$ cat src/rtl/mult_mem_pkg.sv
`default_nettype none
// +----------------------------------------------------------------------------+
// | Module      : mult_mem_pkg                                                 |
// | Description : Shared definitions for the memory-fed sequential multiplier. |
// |               Default widths, FSM state encoding and counter-width helper. |
// | Ports       : none (package)                                               |
// | Revision    : 1.0 - initial release                                        |
// +----------------------------------------------------------------------------+
package mult_mem_pkg;

  // Default geometry of the multiplier and its operand store
  localparam int DEF_DATA_W = 4;
  localparam int DEF_ADDR_W = 3;
  localparam int DEF_DEPTH  = 8;

  // FSM state encoding
  typedef logic [1:0] state_t;
  localparam state_t ST_IDLE  = 2'd0;
  localparam state_t ST_FETCH = 2'd1;
  localparam state_t ST_MULT  = 2'd2;
  localparam state_t ST_DONE  = 2'd3;

  // Width of a counter that must hold the values 0..data_w
  function automatic int cnt_width(input int data_w);
    return $clog2(data_w + 1);
  endfunction

endpackage : mult_mem_pkg
`default_nettype wire

$ cat src/rtl/mult_mem_ram.sv
`default_nettype none
// +----------------------------------------------------------------------------+
// | Module      : mult_mem_ram                                                 |
// | Description : DEPTH x DATA_W operand RAM, one write port and two           |
// |               synchronous read ports with read-before-write behaviour.     |
// |               Out-of-range writes are dropped, out-of-range reads give 0.  |
// |               Storage is not reset.                                        |
// | Ports       : clk                        - clock, rising edge              |
// |               wr_en/wr_addr/wr_data      - write port                      |
// |               rd_addr1/rd_addr2          - read addresses                  |
// |               rd_data1/rd_data2          - registered read data            |
// | Revision    : 1.0 - initial release                                        |
// +----------------------------------------------------------------------------+
module mult_mem_ram #(
  parameter int DATA_W = 4,
  parameter int ADDR_W = 3,
  parameter int DEPTH  = 8
) (
  input  logic              clk,
  input  logic              wr_en,
  input  logic [ADDR_W-1:0] wr_addr,
  input  logic [DATA_W-1:0] wr_data,
  input  logic [ADDR_W-1:0] rd_addr1,
  input  logic [ADDR_W-1:0] rd_addr2,
  output logic [DATA_W-1:0] rd_data1,
  output logic [DATA_W-1:0] rd_data2
);

  // One extra bit so DEPTH == 2**ADDR_W is representable
  localparam logic [ADDR_W:0] C_DEPTH = (ADDR_W + 1)'(DEPTH);

  logic [DATA_W-1:0] mem [DEPTH];

  // Non-blocking update gives read-before-write on a same-address collision
  always_ff @(posedge clk) begin
    if (wr_en && ({1'b0, wr_addr} < C_DEPTH)) begin
      mem[wr_addr] <= wr_data;
    end
    rd_data1 <= ({1'b0, rd_addr1} < C_DEPTH) ? mem[rd_addr1] : '0;
    rd_data2 <= ({1'b0, rd_addr2} < C_DEPTH) ? mem[rd_addr2] : '0;
  end

endmodule : mult_mem_ram
`default_nettype wire

$ cat src/rtl/mult_mem_seq.sv
`default_nettype none
// +----------------------------------------------------------------------------+
// | Module      : mult_mem_seq                                                 |
// | Description : Writable operand RAM feeding a shift-add multiplier.         |
// |               start (in IDLE) reads two operands; the product appears on   |
// |               d_out with a one-cycle done pulse DATA_W+2 cycles later.     |
// | Ports       : clk, rst            - clock, synchronous active-high reset   |
// |               wr_en/addr/data     - operand memory write port              |
// |               start/addr1/addr2   - multiply request and operand addresses |
// |               sgn                 - signed request (MULT_SIGNED_EN only)   |
// |               busy/done/d_out     - status and 2*DATA_W product            |
// | Options     : `define MULT_SIGNED_EN adds two's complement support (sgn).  |
// | Revision    : 1.0 - initial release                                        |
// +----------------------------------------------------------------------------+
module mult_mem_seq
  import mult_mem_pkg::*;
#(
  parameter int DATA_W = DEF_DATA_W,
  parameter int ADDR_W = DEF_ADDR_W,
  parameter int DEPTH  = DEF_DEPTH
) (
  input  logic                clk,
  input  logic                rst,
  input  logic                wr_en,
  input  logic [ADDR_W-1:0]   wr_addr,
  input  logic [DATA_W-1:0]   wr_data,
  input  logic                start,
  input  logic [ADDR_W-1:0]   addr1,
  input  logic [ADDR_W-1:0]   addr2,
`ifdef MULT_SIGNED_EN
  input  logic                sgn,
`endif
  output logic                busy,
  output logic                done,
  output logic [2*DATA_W-1:0] d_out
);

  localparam int PW    = 2 * DATA_W;
  localparam int CNT_W = cnt_width(DATA_W);
  localparam logic [CNT_W-1:0] C_LAST = CNT_W'(DATA_W - 1);

  state_t            state;
  logic [DATA_W-1:0] rd_data1, rd_data2;
  logic [DATA_W-1:0] op_a, op_b;
  logic [PW-1:0]     acc, acc_next, result;
  logic [CNT_W-1:0]  count;
  logic [DATA_W-1:0] mag1, mag2;

  // The read ports sample the live addresses every cycle, so the data seen
  // in FETCH is the memory content at the edge where start was accepted.
  mult_mem_ram #(
    .DATA_W (DATA_W),
    .ADDR_W (ADDR_W),
    .DEPTH  (DEPTH)
  ) u_ram (
    .clk      (clk),
    .wr_en    (wr_en),
    .wr_addr  (wr_addr),
    .wr_data  (wr_data),
    .rd_addr1 (addr1),
    .rd_addr2 (addr2),
    .rd_data1 (rd_data1),
    .rd_data2 (rd_data2)
  );

`ifdef MULT_SIGNED_EN
  logic sgn_q;
  logic neg_q;

  // Magnitude of a two's complement operand; the most negative value maps
  // to 2**(DATA_W-1), which still fits as an unsigned DATA_W-bit number.
  assign mag1   = (sgn_q && rd_data1[DATA_W-1]) ? (~rd_data1 + 1'b1) : rd_data1;
  assign mag2   = (sgn_q && rd_data2[DATA_W-1]) ? (~rd_data2 + 1'b1) : rd_data2;
  assign result = neg_q ? (~acc_next + 1'b1) : acc_next;
`else
  assign mag1   = rd_data1;
  assign mag2   = rd_data2;
  assign result = acc_next;
`endif

  always_comb begin
    acc_next = acc;
    if (op_b[0]) begin
      acc_next = acc + ({{DATA_W{1'b0}}, op_a} << count);
    end
  end

  assign busy = (state != ST_IDLE);

  always_ff @(posedge clk) begin
    if (rst) begin
      state <= ST_IDLE;
      done  <= 1'b0;
      d_out <= '0;
      acc   <= '0;
      count <= '0;
      op_a  <= '0;
      op_b  <= '0;
`ifdef MULT_SIGNED_EN
      sgn_q <= 1'b0;
      neg_q <= 1'b0;
`endif
    end else begin
      done <= 1'b0;
      case (state)
        ST_IDLE: begin
          if (start) begin
            state <= ST_FETCH;
`ifdef MULT_SIGNED_EN
            sgn_q <= sgn;
`endif
          end
        end
        ST_FETCH: begin
          op_a  <= mag1;
          op_b  <= mag2;
          acc   <= '0;
          count <= '0;
`ifdef MULT_SIGNED_EN
          neg_q <= sgn_q & (rd_data1[DATA_W-1] ^ rd_data2[DATA_W-1]);
`endif
          state <= ST_MULT;
        end
        ST_MULT: begin
          acc   <= acc_next;
          op_b  <= op_b >> 1;
          count <= count + 1'b1;
          // Publish the product on entry to DONE so d_out and done are
          // both visible during the DONE cycle itself.
          if (count == C_LAST) begin
            state <= ST_DONE;
            d_out <= result;
            done  <= 1'b1;
          end
        end
        ST_DONE: begin
          state <= ST_IDLE;
        end
        default: begin
          state <= ST_IDLE;
        end
      endcase
    end
  end

endmodule : mult_mem_seq
`default_nettype wire

$ cat config.mk
export PLATFORM = sky130hd
export DESIGN_NAME = mult_mem_seq
export DESIGN_NICKNAME = d
export VERILOG_FILES = /design/src/rtl/mult_mem_pkg.sv /design/src/rtl/mult_mem_ram.sv /design/src/rtl/mult_mem_seq.sv
export SDC_FILE = /design/constraint.sdc
export NUM_CORES = 1
export LEC_CHECK = 0
export ABC_CLOCK_PERIOD_IN_PS = 8400
export BUFFER_PORTS_ARGS = -buffer_cell sky130_fd_sc_hd__buf_2
export CORE_ASPECT_RATIO = 0.6
export CORE_MARGIN = 2
export CORE_UTILIZATION = 60
export CTS_BUF_LIST = sky130_fd_sc_hd__clkbuf_4 sky130_fd_sc_hd__clkbuf_8
export CTS_CLUSTER_DIAMETER = 50
export DETAILED_ROUTE_END_ITERATION = 8
export GPL_TIMING_DRIVEN = 1
export MAX_ROUTING_LAYER = met4
export PLACE_DENSITY = 0.8
export SYNTH_ARGS = -nofsm -noshare
export SYNTH_HDL_FRONTEND = slang
export SYNTH_SLANG_ARGS = --single-unit
$ cat constraint.sdc
create_clock -name clk -period 8.4 [get_ports clk]
set_input_delay 1.68 -clock clk [delete_from_list [all_inputs] [get_ports clk]]
set_output_delay 1.68 -clock clk [all_outputs]
set_load 0.02 [all_outputs]
==> qor.log <==
[run_status] outcome finished clean
[grt] global-route wire length before repair 11800 um
[timing] Worst slew margin 0.301
[synthesis] Gate Count Post-Synth 285
[synthesis] Post-Syn Area per Cell 11.9 um^2
[timing] Period minus WS final 3.03 ns
[floorplanning] starting density of the core 0.616
[floorplanning] core region area 0.00552 mm^2
[place] routability congestion estimate 0.879
[route] average routed wire per standard cell 19.2 um
[power] switch share 0.288
[route] routed vias/inst 6.30
[worst_setup_path] Max stage delay on crit path 0.59 ns
[min_path] Hold Crit Class reg2reg
[clock_network] Num CTS Buffers 9
[place] number of buffers added on ports 26
[power] fraction of power consumed by combinational cells 0.190
[synthesis] adder and majority cell fraction of the synthesized area 0.0538
[synthesis] Yosys warning total 0
[power] clock group share of total power 0.343
[clock_network] hold buffers post-CTS 0
[worst_setup_path] startpoint kind of the worst setup timing path register
[power] internal portion of total power 624 uW
[worst_setup_path] largest fanout of any net on the critical path 9
[synthesis] EDFF count, synth 32
[timing] highest achievable clock rate 330 MHz
[clock_network] post-CTS setup buffer count 0
[final_layout] final cell count without fillers 378
[synthesis] Synth Area in Simple Gates 0.111
[grt] pin count of the biggest net entering global routing 33
[route] total iterations of the first detailed-routing run 5
[worst_setup_path] CP Buf/Inv Count 0
[job] count of maximum capacitance violations 0
[worst_setup_path] slowest stage cell on the critical path sky130_fd_sc_hd__or4b_4
[clock_network] sink count of the clock tree 70
[timing] setup TNS after final layout 0 ns
[final_layout] area growth from synthesis to final layout 10.3%
[floorplanning] boundary pin count 27
[final_layout] number of nets in the final layout 335
[floorplanning] area enclosed by the die boundary 0.00630 mm^2
[route] via count of the routed design 2381
[final_layout] antenna diode instance count 0
[clock_network] CTS-repair resized insts 0
[synthesis] post-synth net total 316
[timing] worst slew pin tran 1.04 ns
[clock_network] CTS tree built
[grt] Global Route Usage Sum 0.260
[power] power density relative to cell area 234 mW/mm^2
[clock_network] H-tree lvl count 3
[clock_network] CTS Buffer Depth 2
[floorplanning] horizontal die dimension 101 um
[grt] initial antenna violation count 0
[synthesis] Synth Area in Compound Gates 0.0928
[synthesis] Unique masters post-synth 44
[timing] Hold Violations, Final 0
[floorplanning] vertical die dimension 62.3 um
[synthesis] total standard cell area after synthesis 0.00340 mm^2
[final_layout] fraction of layout cells with a size suffix above 1 0.233
[synthesis] async set or reset register ratio after synthesis 0
[place] DPL Wire Length 5350 um
[timing] number of max-slew violations in the final report 0
[synthesis] mux cell area share after synthesis 0.193
[floorplanning] number of placement rows 21
[grt] residual overflow from global routing 0
[synthesis] count of state elements after synthesis 70
[power] post-layout power 876 uW
[synthesis] ys flop type sky130_fd_sc_hd__dfxtp_1
[place] number of placed cells counting well taps 362
[clock_network] clock latency on the worst-skew pair 0.35 ns
[timing] final worst-path cycle share 0.361
[worst_setup_path] Crit Path Category reg2reg
[power] Switch Pwr 252 uW
[timing] Worst Clk Skew 0.0119 ns
[timing] setup repair after global routing missed its margin false
[worst_setup_path] critical-path cell list mux4_2, and2_1, ha_1, a21oi_1, o21ai_0, or4b_4, a221o_1, o31ai_1
[route] number of antenna-violating nets in the routed design 0
[synthesis] combinational family with the most area after synthesis multiplexers
[route] number of remaining DRC errors 0
[route] initial detailed-routing violation count 337
[worst_setup_path] Setup crit end kind register
[power] share of power burned in registers 0.467
[grt] vias in the first global route 2246
[worst_setup_path] Crit path max-delay family compound AO/OA/AOI/OAI gates
[synthesis] post-synthesis xor/xnor area fraction 0.00515
[clock_network] root buf cell sky130_fd_sc_hd__clkbuf_8
[timing] number of setup violations in the final report 0
[synthesis] sequential area share after synthesis 0.507
[worst_setup_path] required arrival time at the worst endpoint 8.66 ns
[route] Routed WL 7270 um
[power] static leakage 1.34 nW
[clock_network] clock input transition at the sequential cells of the worst setup and hold paths 0.08 ns
[worst_setup_path] Arrival @ worst endpoint 3.30 ns
[power] Worst VDD drop 0.000120 V
==> flip-flops by register name (all words and copies together) (netlist names) <==
name and count:
u_ram.rd_data2 4, op_b 4, op_a 4, u_ram.rd_data1 4, state 2, done 1, d_out 8, acc 8
u_ram.mem 32, count 3
==> power groups by stage <==
stage / sequential, mW / combinational [mW] / clock (mW)
6_report: 0.409 / 0.166 / 0.300
5_1_grt: 0.413 / 0.183 / 0.319
4_1_cts: 0.408 / 0.164 / 0.303
3_5_place_dp: 0.416 / 0.162 / 0
3_3_place_gp: 0.415 / 0.158 / 0
2_1_floorplan: 0.399 / 0.138 / 0
==> worst paths after layout <==
kind	startpoint	cells after the start	slack [ns]	to
setup / recovery	count[1]$_SDFFE_PP0P_	8	5.37	acc[7]$_SDFFE_PP0P_
hold reg to reg	op_b[3]$_SDFFE_PP0P_	2	0.48	op_b[3]$_SDFFE_PP0P_
setup reg to reg	count[1]$_SDFFE_PP0P_	8	5.37	acc[7]$_SDFFE_PP0P_
hold / removal	op_b[3]$_SDFFE_PP0P_	2	0.48	op_b[3]$_SDFFE_PP0P_
==> kinds of logic (layout without fill, tap and decap cells) <==
kind of cell	Yosys count	in the layout
flops	70	70
xor+xnor	2	2
compound gates	47	47
fa+ha+maj	14	14
mux	43	43
simple gates	80	80
buf+inv	29	53
==> worst reg2reg max path: cells and delay by family, from the launching register on <==
kind            cells  cell delay (ns)
flops               1             0.55
compound gates      4             0.82
fa+ha+maj           1             0.23
mux                 1             0.58
simple gates        2             0.77
==> cell type report <==
type	count	area, um^2
clock buffer	11	139
clock inverter	5	83.8
fill	394	1770
inverter	11	41.3
multi-input combinational	186	1550
sequential	70	1720
tap	69	86.3
timing repair buffer	26	130
==> through the flow <==
stage	worst slack [ns]	utilization	cell area (um^2)	hold WS, ns
3_5_place_dp	5.45	0.639	3530	0.458
5_1_grt	5.17	0.680	3750	0.497
2_1_floorplan	5.38	-	3400	0.440
4_1_cts	5.43	0.680	3750	0.474
6_report	5.37	0.680	3750	0.475
3_3_place_gp	5.49	0.639	3530	0.452
==> cells in the final DEF (no fill, tap or decap), drive strengths merged <==
cell	n
dfxtp	38
edfxtp	32
nor2	28
buf	26
nand2	19
mux4	17
mux2i	17
a21oi	13
ha	13
inv	12
a211oi	11
clkbuf	11
mux2	9
nor3	8
nand2b	7
o21ai	7
nand3	6
or3	4
o22ai	3
o32ai	3
and2	2
a21o	2
nand4	2
clkinv	2
bufinv	2
a311oi	2
o2111ai	1
or4	1
a31oi	1
and3	1
nand3b	1
o22a	1
xor2	1
xnor2	1
o211ai	1
or4b	1
a221o	1
o31ai	1
fa	1
==> cell usage after synthesis (all sizes together) (2+ instances only) <==
master	n	area (um^2)
a211oi	11	82.6
a21o	2	15.0
a21oi	13	65.1
a311oi	2	23.8
and2	2	12.5
buf	4	35.0
clkbuf	14	52.6
dfxtp	38	761
edfxtp	32	961
ha	13	163
inv	11	41.3
mux2	9	101
mux2i	17	170
mux4	17	383
nand2	19	73.8
nand2b	7	43.8
nand3	6	30.0
nand4	2	12.5
nor2	28	105
nor3	8	40.0
o21ai	7	35.0
o22ai	3	18.8
o32ai	3	26.3
or3	4	25.0
==> routing by layer <==
metal	wire [um]	global-route usage	share of wire	up-vias
met4	102	0.0845	0.014	0
li1	-	-	-	1107
met3	648	0.0800	0.089	12
met5	0	-	0	-
met2	2890	0.316	0.40	91
met1	3630	0.408	0.50	1171
Power figures use the tool's default switching activity.
